## config.mk

```make
export PLATFORM = sky130hd
export DESIGN_NAME = sirv_spigpioport_flex
export DESIGN_NICKNAME = d
export VERILOG_FILES = /design/src/rtl/sirv_spigpioport_pkg.sv /design/src/rtl/sirv_spigpio_infilt.sv /design/src/rtl/sirv_spigpioport_flex.sv
export SDC_FILE = /design/constraint.sdc
export NUM_CORES = 1
export LEC_CHECK = 0
export CAP_MARGIN = 20
export CORE_ASPECT_RATIO = 1.1
export CORE_UTILIZATION = 35
export CTS_CLUSTER_SIZE = 28
export DETAILED_ROUTE_END_ITERATION = 8
export GPL_TIMING_DRIVEN = 0
export SYNTH_ARGS = -nofsm -noshare
export SYNTH_HDL_FRONTEND = slang
export SYNTH_SLANG_ARGS = --single-unit
```

## constraint.sdc

```tcl
create_clock -name clock -period 2.3 [get_ports clock]
set_clock_uncertainty 0.2 [all_clocks]
set_input_delay 0.23 -clock clock [delete_from_list [all_inputs] [get_ports clock]]
set_output_delay 0.23 -clock clock [all_outputs]
set_load 0.005 [all_outputs]
```

## src/rtl/sirv_spigpioport_pkg.sv

```systemverilog
// ============================================================================
// Module   : sirv_spigpioport_pkg
// Brief    : Shared defaults and pad-attribute constants for the SPI GPIO port.
// Revision : 1.0
// ============================================================================
`default_nettype none

package sirv_spigpioport_pkg;

  localparam int DQ_W_DEF       = 4;
  localparam int CS_W_DEF       = 1;
  localparam int SYNC_DEPTH_DEF = 3;
  localparam int FILT_W_DEF     = 3;

  localparam int GLITCH_CNT_W = 8;
  localparam logic [GLITCH_CNT_W-1:0] GLITCH_CNT_MAX = '1;

  localparam logic PAD_PUE_CTRL = 1'b0;
  localparam logic PAD_PUE_DATA = 1'b1;
  localparam logic PAD_DS       = 1'b1;

endpackage

`default_nettype wire

```

## src/rtl/sirv_spigpio_infilt.sv

```systemverilog
// ============================================================================
// Module   : sirv_spigpio_infilt
// Brief    : One data bit: input synchroniser followed by a stability filter.
// Revision : 1.0
// ============================================================================
`default_nettype none

module sirv_spigpio_infilt
  import sirv_spigpioport_pkg::*;
#(
  parameter int SYNC_DEPTH = SYNC_DEPTH_DEF,
  parameter int FILT_W     = FILT_W_DEF
) (
  input  logic              clock,
  input  logic              reset,
  input  logic              i_d,
  input  logic              i_filt_en,
  input  logic [FILT_W-1:0] i_filt_len,
  output logic              o_q,
  output logic              o_reject
);

  logic [SYNC_DEPTH-1:0] r_sync;
  logic                  r_filt;
  logic [FILT_W-1:0]     r_cnt;

  logic                  w_s;
  logic                  w_filt_nxt;
  logic [FILT_W-1:0]     w_cnt_nxt;
  logic                  w_reject;

  assign w_s = r_sync[SYNC_DEPTH-1];

  always_ff @(posedge clock or posedge reset) begin
    if (reset) begin
      r_sync <= '0;
    end else begin
      r_sync <= {r_sync[SYNC_DEPTH-2:0], i_d};
    end
  end

  // While disabled the filter tracks s, so enabling it never causes a jump.
  always_comb begin
    w_filt_nxt = r_filt;
    w_cnt_nxt  = r_cnt;
    w_reject   = 1'b0;
    if (!i_filt_en) begin
      w_filt_nxt = w_s;
      w_cnt_nxt  = '0;
    end else if (w_s == r_filt) begin
      w_cnt_nxt = '0;
      w_reject  = (r_cnt != '0);
    end else if (r_cnt >= i_filt_len) begin
      w_filt_nxt = w_s;
      w_cnt_nxt  = '0;
    end else begin
      w_cnt_nxt = r_cnt + 1'b1;
    end
  end

  always_ff @(posedge clock or posedge reset) begin
    if (reset) begin
      r_filt <= 1'b0;
      r_cnt  <= '0;
    end else begin
      r_filt <= w_filt_nxt;
      r_cnt  <= w_cnt_nxt;
    end
  end

  assign o_q      = i_filt_en ? r_filt : w_s;
  assign o_reject = w_reject;

endmodule

`default_nettype wire

```

## src/rtl/sirv_spigpioport_flex.sv

```systemverilog
// ============================================================================
// Module   : sirv_spigpioport_flex
// Brief    : SPI-to-pad port with synchronised, glitch-filtered data inputs.
// Revision : 1.0
// ============================================================================
`default_nettype none

module sirv_spigpioport_flex
  import sirv_spigpioport_pkg::*;
#(
  parameter int DQ_W       = DQ_W_DEF,
  parameter int CS_W       = CS_W_DEF,
  parameter int SYNC_DEPTH = SYNC_DEPTH_DEF,
  parameter int FILT_W     = FILT_W_DEF
) (
  input  logic                    clock,
  input  logic                    reset,
  input  logic                    io_spi_sck,
  input  logic [DQ_W-1:0]         io_spi_dq_o,
  input  logic [DQ_W-1:0]         io_spi_dq_oe,
  input  logic [CS_W-1:0]         io_spi_cs,
  output logic [DQ_W-1:0]         io_spi_dq_i,
  input  logic                    cfg_filt_en,
  input  logic [FILT_W-1:0]       cfg_filt_len,
  input  logic                    cfg_loopback,
  input  logic                    cfg_glitch_clr,
  output logic [GLITCH_CNT_W-1:0] stat_glitch_cnt,
  input  logic                    io_pins_sck_i_ival,
  output logic                    io_pins_sck_o_oval,
  output logic                    io_pins_sck_o_oe,
  output logic                    io_pins_sck_o_ie,
  output logic                    io_pins_sck_o_pue,
  output logic                    io_pins_sck_o_ds,
  input  logic [DQ_W-1:0]         io_pins_dq_i_ival,
  output logic [DQ_W-1:0]         io_pins_dq_o_oval,
  output logic [DQ_W-1:0]         io_pins_dq_o_oe,
  output logic [DQ_W-1:0]         io_pins_dq_o_ie,
  output logic [DQ_W-1:0]         io_pins_dq_o_pue,
  output logic [DQ_W-1:0]         io_pins_dq_o_ds,
  input  logic [CS_W-1:0]         io_pins_cs_i_ival,
  output logic [CS_W-1:0]         io_pins_cs_o_oval,
  output logic [CS_W-1:0]         io_pins_cs_o_oe,
  output logic [CS_W-1:0]         io_pins_cs_o_ie,
  output logic [CS_W-1:0]         io_pins_cs_o_pue,
  output logic [CS_W-1:0]         io_pins_cs_o_ds
);

  logic [DQ_W-1:0]         w_src;
  logic [DQ_W-1:0]         w_reject;
  logic                    w_any_reject;
  logic                    w_unused;
  logic [GLITCH_CNT_W-1:0] r_glitch_cnt;

  // SCK and CS pads are output-only; their input values are ignored.
  assign w_unused = &{1'b0, io_pins_sck_i_ival, io_pins_cs_i_ival};

  assign io_pins_sck_o_oval = io_spi_sck;
  assign io_pins_sck_o_oe   = 1'b1;
  assign io_pins_sck_o_ie   = 1'b0;
  assign io_pins_sck_o_pue  = PAD_PUE_CTRL;
  assign io_pins_sck_o_ds   = PAD_DS;

  assign io_pins_cs_o_oval = io_spi_cs;
  assign io_pins_cs_o_oe   = {CS_W{1'b1}};
  assign io_pins_cs_o_ie   = {CS_W{1'b0}};
  assign io_pins_cs_o_pue  = {CS_W{PAD_PUE_CTRL}};
  assign io_pins_cs_o_ds   = {CS_W{PAD_DS}};

  // Loopback isolates the data pads in both directions.
  assign io_pins_dq_o_oval = io_spi_dq_o;
  assign io_pins_dq_o_oe   = io_spi_dq_oe & ~{DQ_W{cfg_loopback}};
  assign io_pins_dq_o_ie   = ~io_spi_dq_oe & ~{DQ_W{cfg_loopback}};
  assign io_pins_dq_o_pue  = {DQ_W{PAD_PUE_DATA}};
  assign io_pins_dq_o_ds   = {DQ_W{PAD_DS}};

  assign w_src = cfg_loopback ? io_spi_dq_o : io_pins_dq_i_ival;

  for (genvar n = 0; n < DQ_W; n++) begin : g_bit
    sirv_spigpio_infilt #(
      .SYNC_DEPTH (SYNC_DEPTH),
      .FILT_W     (FILT_W)
    ) u_infilt (
      .clock      (clock),
      .reset      (reset),
      .i_d        (w_src[n]),
      .i_filt_en  (cfg_filt_en),
      .i_filt_len (cfg_filt_len),
      .o_q        (io_spi_dq_i[n]),
      .o_reject   (w_reject[n])
    );
  end

  assign w_any_reject = |w_reject;

  always_ff @(posedge clock or posedge reset) begin
    if (reset) begin
      r_glitch_cnt <= '0;
    end else if (cfg_glitch_clr) begin
      r_glitch_cnt <= '0;
    end else if (w_any_reject && (r_glitch_cnt != GLITCH_CNT_MAX)) begin
      r_glitch_cnt <= r_glitch_cnt + 1'b1;
    end
  end

  assign stat_glitch_cnt = r_glitch_cnt;

endmodule

`default_nettype wire

```

After elaboration in Yosys (flattened, before gate mapping)
Cells that the tools add are included.
{"block": "op_classes", "addsub": 5, "n_lt_le_gt_ge": 4, "eq_ne": 13, "muxes": 39, "bitwise": 4, "reduce_logical": 11}
{"cell": "2-to-1 mux 3 bit", "n": 12}
{"cell": "2-to-1 mux 1 bit", "n": 24}
{"cell": "2-to-1 mux 8 bit", "n": 2}
{"cell": "adder 3 x 1 -> 3 bit (second input constant)", "n": 4}
{"cell": ">= comparator 3 bit", "n": 4}
{"cell": "nonzero test 3 bit", "n": 4}
{"cell": "adder 8 x 1 -> 8 bit (second input constant)", "n": 1}
{"cell": "bitwise AND 4 bit", "n": 2}
{"cell": "inequality test 2 x 1 -> 1 bit (second input constant)", "n": 4}
{"cell": "inequality test 2 bit (second input constant)", "n": 4}
{"cell": "inequality test 8 bit (second input constant)", "n": 1}
{"cell": "inverter 4 bit", "n": 2}
{"cell": "AND reduction 2 bit", "n": 4}
{"cell": "equality test 1 bit", "n": 4}
{"cell": "2-to-1 mux 4 bit", "n": 1}
{"cell": "OR reduction 4 bit", "n": 1}
{"cell": "nonzero test 2 bit", "n": 1}
{"cell": "logical AND 1 bit", "n": 1}
{"block": "word_totals", "register_bits": 36}

Longest topological paths before layout
{"block": "logic_depth", "word_depth": 7, "ltp_mapped": 8, "ltp_nobuf": 7}

Modules after synthesis
From an unflattened synthesis, not the netlist that was laid out.
{"block": "hier_totals", "hier_cells": 215, "hier_area_um2": 2197.1}
{"module": "sirv_spigpio_infilt", "instances": 4, "cells_per_inst": 34, "area_each_um2": 370.4}
{"module": "sirv_spigpioport_flex", "instances": 1, "cells_per_inst": 79, "area_each_um2": 715.7}

Least setup slack after synthesis
Ideal clock, no wire load.
{"block": "synth_path", "path_kind": "register -> register", "from": "register g_bit[3].u_infilt.r_cnt[0]", "to": "register r_glitch_cnt[5] (netlist: stat_glitch_cnt[5])", "arrival_ps": 1536, "t_required_ps": 1972, "setup_slack_ps": 437, "stages_incl_launch_ff": 8, "path_buffers": 0, "synth_period_minus_slack_ps": 1863, "cell_sequence": "dfrtp_1 inv_1 ha_1 nor2b_1 o22ai_1 o21ai_2 nor4b_1 mux2_1"}
{"block": "synth_between", "elab_chain_len": 6}
{"item": "from (decl)", "line": "sirv_spigpio_infilt.sv:25", "text": "logic [FILT_W-1:0] r_cnt;"}
{"item": "from (signal assigned)", "line": "sirv_spigpio_infilt.sv:67", "text": "r_cnt <= w_cnt_nxt;"}
{"item": "nonzero test 3 bit", "line": "sirv_spigpio_infilt.sv:52", "text": "w_reject = (r_cnt != '0);"}
{"item": "2-to-1 mux 1 bit", "line": "sirv_spigpio_infilt.sv:50", "text": "end else if (w_s == r_filt) begin"}
{"item": "2-to-1 mux 1 bit", "line": "sirv_spigpio_infilt.sv:47", "text": "if (!i_filt_en) begin"}
{"item": "OR reduction 4 bit", "line": "sirv_spigpioport_flex.sv:93", "text": "assign w_any_reject = |w_reject;"}
{"item": "logical AND 1 bit", "line": "sirv_spigpioport_flex.sv:100", "text": "end else if (w_any_reject && (r_glitch_cnt != GLITCH_CNT_MAX)) begin"}
{"item": "nonzero test 2 bit (no source line)"}
{"item": "to (signal assigned)", "line": "sirv_spigpioport_flex.sv:101", "text": "r_glitch_cnt <= r_glitch_cnt + 1'b1;"}
{"item": "to (decl)", "line": "sirv_spigpioport_flex.sv:52", "text": "logic [GLITCH_CNT_W-1:0] r_glitch_cnt;"}
No other way between the ends.
A chain may end at the register's enable or synchronous reset.

Worst setup path in the final report
Same ends and word-level chain as after synthesis.

==> run summary <==
Status: finished, final reports clean
FP Rows: 29
Clock Tree Buf Depth: 2
Worst-path fanout max: 5
Post-DP HPWL: 2870 µm
Power Density: 580 mW/mm²
Reg2reg end: stat_glitch_cnt[5]$_DFFE_PP0P_
DIE HEIGHT: 83.9 µm
Initial antenna violation count: 0
Synthesis warning total: 0
Drt initial violations: 39
Vias in the first global route: 1525
Slew Limit Fails: 0
NetSw: 0.439 mW
Hold EP: stat_glitch_cnt[0]$_DFFE_PP0P_
Overflow after GRT: 0
Synth-to-Final Area Change: 33.2%
Worst slew pin tran: 737 ps
Max_cap viols: 0
Hold path cells: 2
CTS Root Cell: clkbuf_8
Post-synthesis adder-cell area fraction: 12.3%
Final setup viols: 0
ANT cells: 0
Gr usage total: 13.4%
Largest family of logic cells by synthesized area: buffers and inverters
Die area: 0.00641 mm²
Fraction of registers with async set/reset: 100%
Sw frac: 26.7%
Simple-gate share of the synthesized area: 13.0%
HP Start: cfg_glitch_clr
Yosys cell types: 37
Final instance count without filler cells: 349
Worst path max stage delay: 380 ps
Post-layout util: 48.9%
Critical path buffer and inverter count: 1
H-tree depth: 2
CTS tree: built
Reg-to-Reg Start: g_bit[3].u_infilt.r_cnt[0]$_DFF_PP0_
R2R Setup Slk: 120 ps
Clock share of power: 33.9%
Postcts setup bufs: 0
First-pass iteration count of the detailed router: 4
Leakage: 1.30 nW
Worst EP arrival: 2160 ps
Clk slew on worst S/H paths: 80 ps
I/O Buffers: 44
Worst path required time: 2280 ps
XOR/XNOR share of the synthesized area: 3.29%
Routability cong.: 0.743
CP Capture Type: flip-flop
Sequential area share after synthesis: 42.3%
Num CTS Buffers: 5
DR WL/cell: 11.1 µm
Fin. Hold Viols: 0
Post-place instance area: 0.00272 mm²
IO Count: 66
CTS Hold Bufs: 0
Internal power: 1.21 mW
Clk Latency, worst-skew pair: 290 ps
Avg Cell Area, Syn: 10.3 µm²
Core area: 0.00581 mm²
Post-Syn Area: 0.00213 mm²
Critical path type: reg -> reg
Post-DRT Antenna Nets: 0
Largest delay contributor family on the critical path: simple AND/OR/NAND/NOR gates
Layout cell share with drive strength beyond 1: 18.0%
Post-CTS Resized: 4
CP startpoint kind: flip-flop
RSZ-0062 raised after global routing: false
Tmin final: 2180 ps
Sink Count: 36
Seq pwr share: 43.5%
Starting Density: 36.7%
Die width: 76.4 µm
Post-synth EDFFs: 0
Most frequent cells in the layout: 43 x clkdlybuf4s50_1, 36 x dfrtp_1, 26 x buf_4
Post-DR vias/cell: 4.42
Synth Instances: 206
Max Clk Rate: 0.459 GHz
Combinational power share: 22.5%
Primary FF master, synth: dfrtp_1
Mux share of post-synthesis cell area: 7.34%
Worst VDD drop: 0.000216 V
Worst-path cell chain: inv_1 > ha_1 > nor2b_1 > o22ai_1 > o21ai_2 > nor4b_1 > mux2_1
Final Hold Slack: 130 ps
Nets: 316
Max_slew headroom: 50.8%
Slowest stage cell on the critical path: dfrtp_1
DRC violations left: 0
Total Wirelength: 3860 µm
Period Utilization, post-route: 94.7%
R2R depth: 7
Largest net degree at the start of global routing: 37
Hold crit path type: in -> reg
Synth Register Bits: 36
Synth Area in Compound Gates: 7.69%
Via count: 1541
Dpl cells: 341
Finished layout cell area: 0.00284 mm²
Leading cell type in the layout, fill and taps excluded: clkdlybuf4s50_1
First-pass GRT wire length: 6710 µm
[layout make-up]
type	count	area [µm²]
Multi-Input combinational cell	132	990
Inverter	22	82.6
Clock inverter	3	42.5
Sequential cell	36	901
Buffer	30	219
Tap cell	77	96.3
Fill cell	554	2970
Timing Repair Buffer	44	439
Clock buffer	5	68.8
[metal layers]
layer	GRT usage, %	vias to the layer above	wire length (µm)
met5	0	-	0
met3	4.26	7	269
li1	-	783	-
met4	5.77	0	67
met1	17.0	694	1840
met2	20.8	57	1680
[registers in the layout (all words and copies together) (netlist names)]
signal,count
g_bit.u_infilt.r_sync,12
g_bit.u_infilt.r_filt,4
stat_glitch_cnt,8
g_bit.u_infilt.r_cnt,12
[logic make-up after synthesis]
group / Yosys count
adder cells (fa/ha/maj): 21
multiplexers: 14
flip-flops: 36
AO/OA/AOI/OAI: 23
XOR/XNOR: 8
AND/OR/NAND/NOR: 50
other: 2
buffers and inverters: 52
[through the flow]
| step | TNS [ps] | total power [mW] | worst slack (ps) |
|---|---|---|---|
| floorplan | 0 | 0.962 | 437 |
| global placement | -1140 | 1.10 | -289 |
| detailed placement | -1070 | 1.10 | -275 |
| CTS | 0 | 1.67 | 75.6 |
| global route | 0 | 1.76 | 16.3 |
| finish | 0 | 1.65 | 122 |
[cell usage after synthesis (2+ instances only)]
master     n  area (µm²)
nand3_1    3        15.0
or4_1      2        15.0
nand3b_1   4        30.0
dfrtp_1   36         901
o21ai_1    5        25.0
mux2_2     9         101
a21boi_1   4        30.0
nor2b_1    9        56.3
o31ai_1    2        15.0
o41ai_1    2        17.5
xnor2_1    4        35.0
nor2_1    18        67.6
buf_1      2        7.51
conb_1     2        7.51
xor2_1     4        35.0
inv_1     22        82.6
ha_1      21         263
nand4b_1   4        35.0
mux2_1     4        45.0
buf_4     26         195
a21oi_1    3        15.0
o311ai_1   2        17.5
nand2_1    4        15.0
[worst max path at each step]
stage | slack, ps | from | cells past startpoint | endpoint
detailed placement | -270 | cfg_filt_en | 5 | io_spi_dq_i[0]
global placement | -290 | cfg_filt_en | 5 | io_spi_dq_i[0]
finish | 120 | g_bit[3].u_infilt.r_cnt[0]$_DFF_PP0_ | 7 | stat_glitch_cnt[5]$_DFFE_PP0P_
global route | 20 | g_bit[3].u_infilt.r_cnt[0]$_DFF_PP0_ | 7 | stat_glitch_cnt[5]$_DFFE_PP0P_
CTS | 80 | g_bit[3].u_infilt.r_cnt[0]$_DFF_PP0_ | 7 | stat_glitch_cnt[5]$_DFFE_PP0P_
floorplan | 440 | g_bit[3].u_infilt.r_cnt[0]$_DFF_PP0_ | 7 | stat_glitch_cnt[5]$_DFFE_PP0P_
[power groups by stage]
stage	clock (mW)	sequential (mW)	combinational [mW]
floorplan	0	0.721	0.241
global placement	0	0.727	0.370
detailed placement	0	0.730	0.374
CTS	0.581	0.717	0.377
global route	0.613	0.725	0.420
finish	0.559	0.717	0.371
[worst reg2reg max path, cell delays in order (launching register included)]
cell     delay [ps]
dfrtp_1         380
inv_1            70
ha_1            190
nor2b_1         130
o22ai_1         220
o21ai_2         130
nor4b_1         380
mux2_1          370
(Power assumes the default switching activity.)
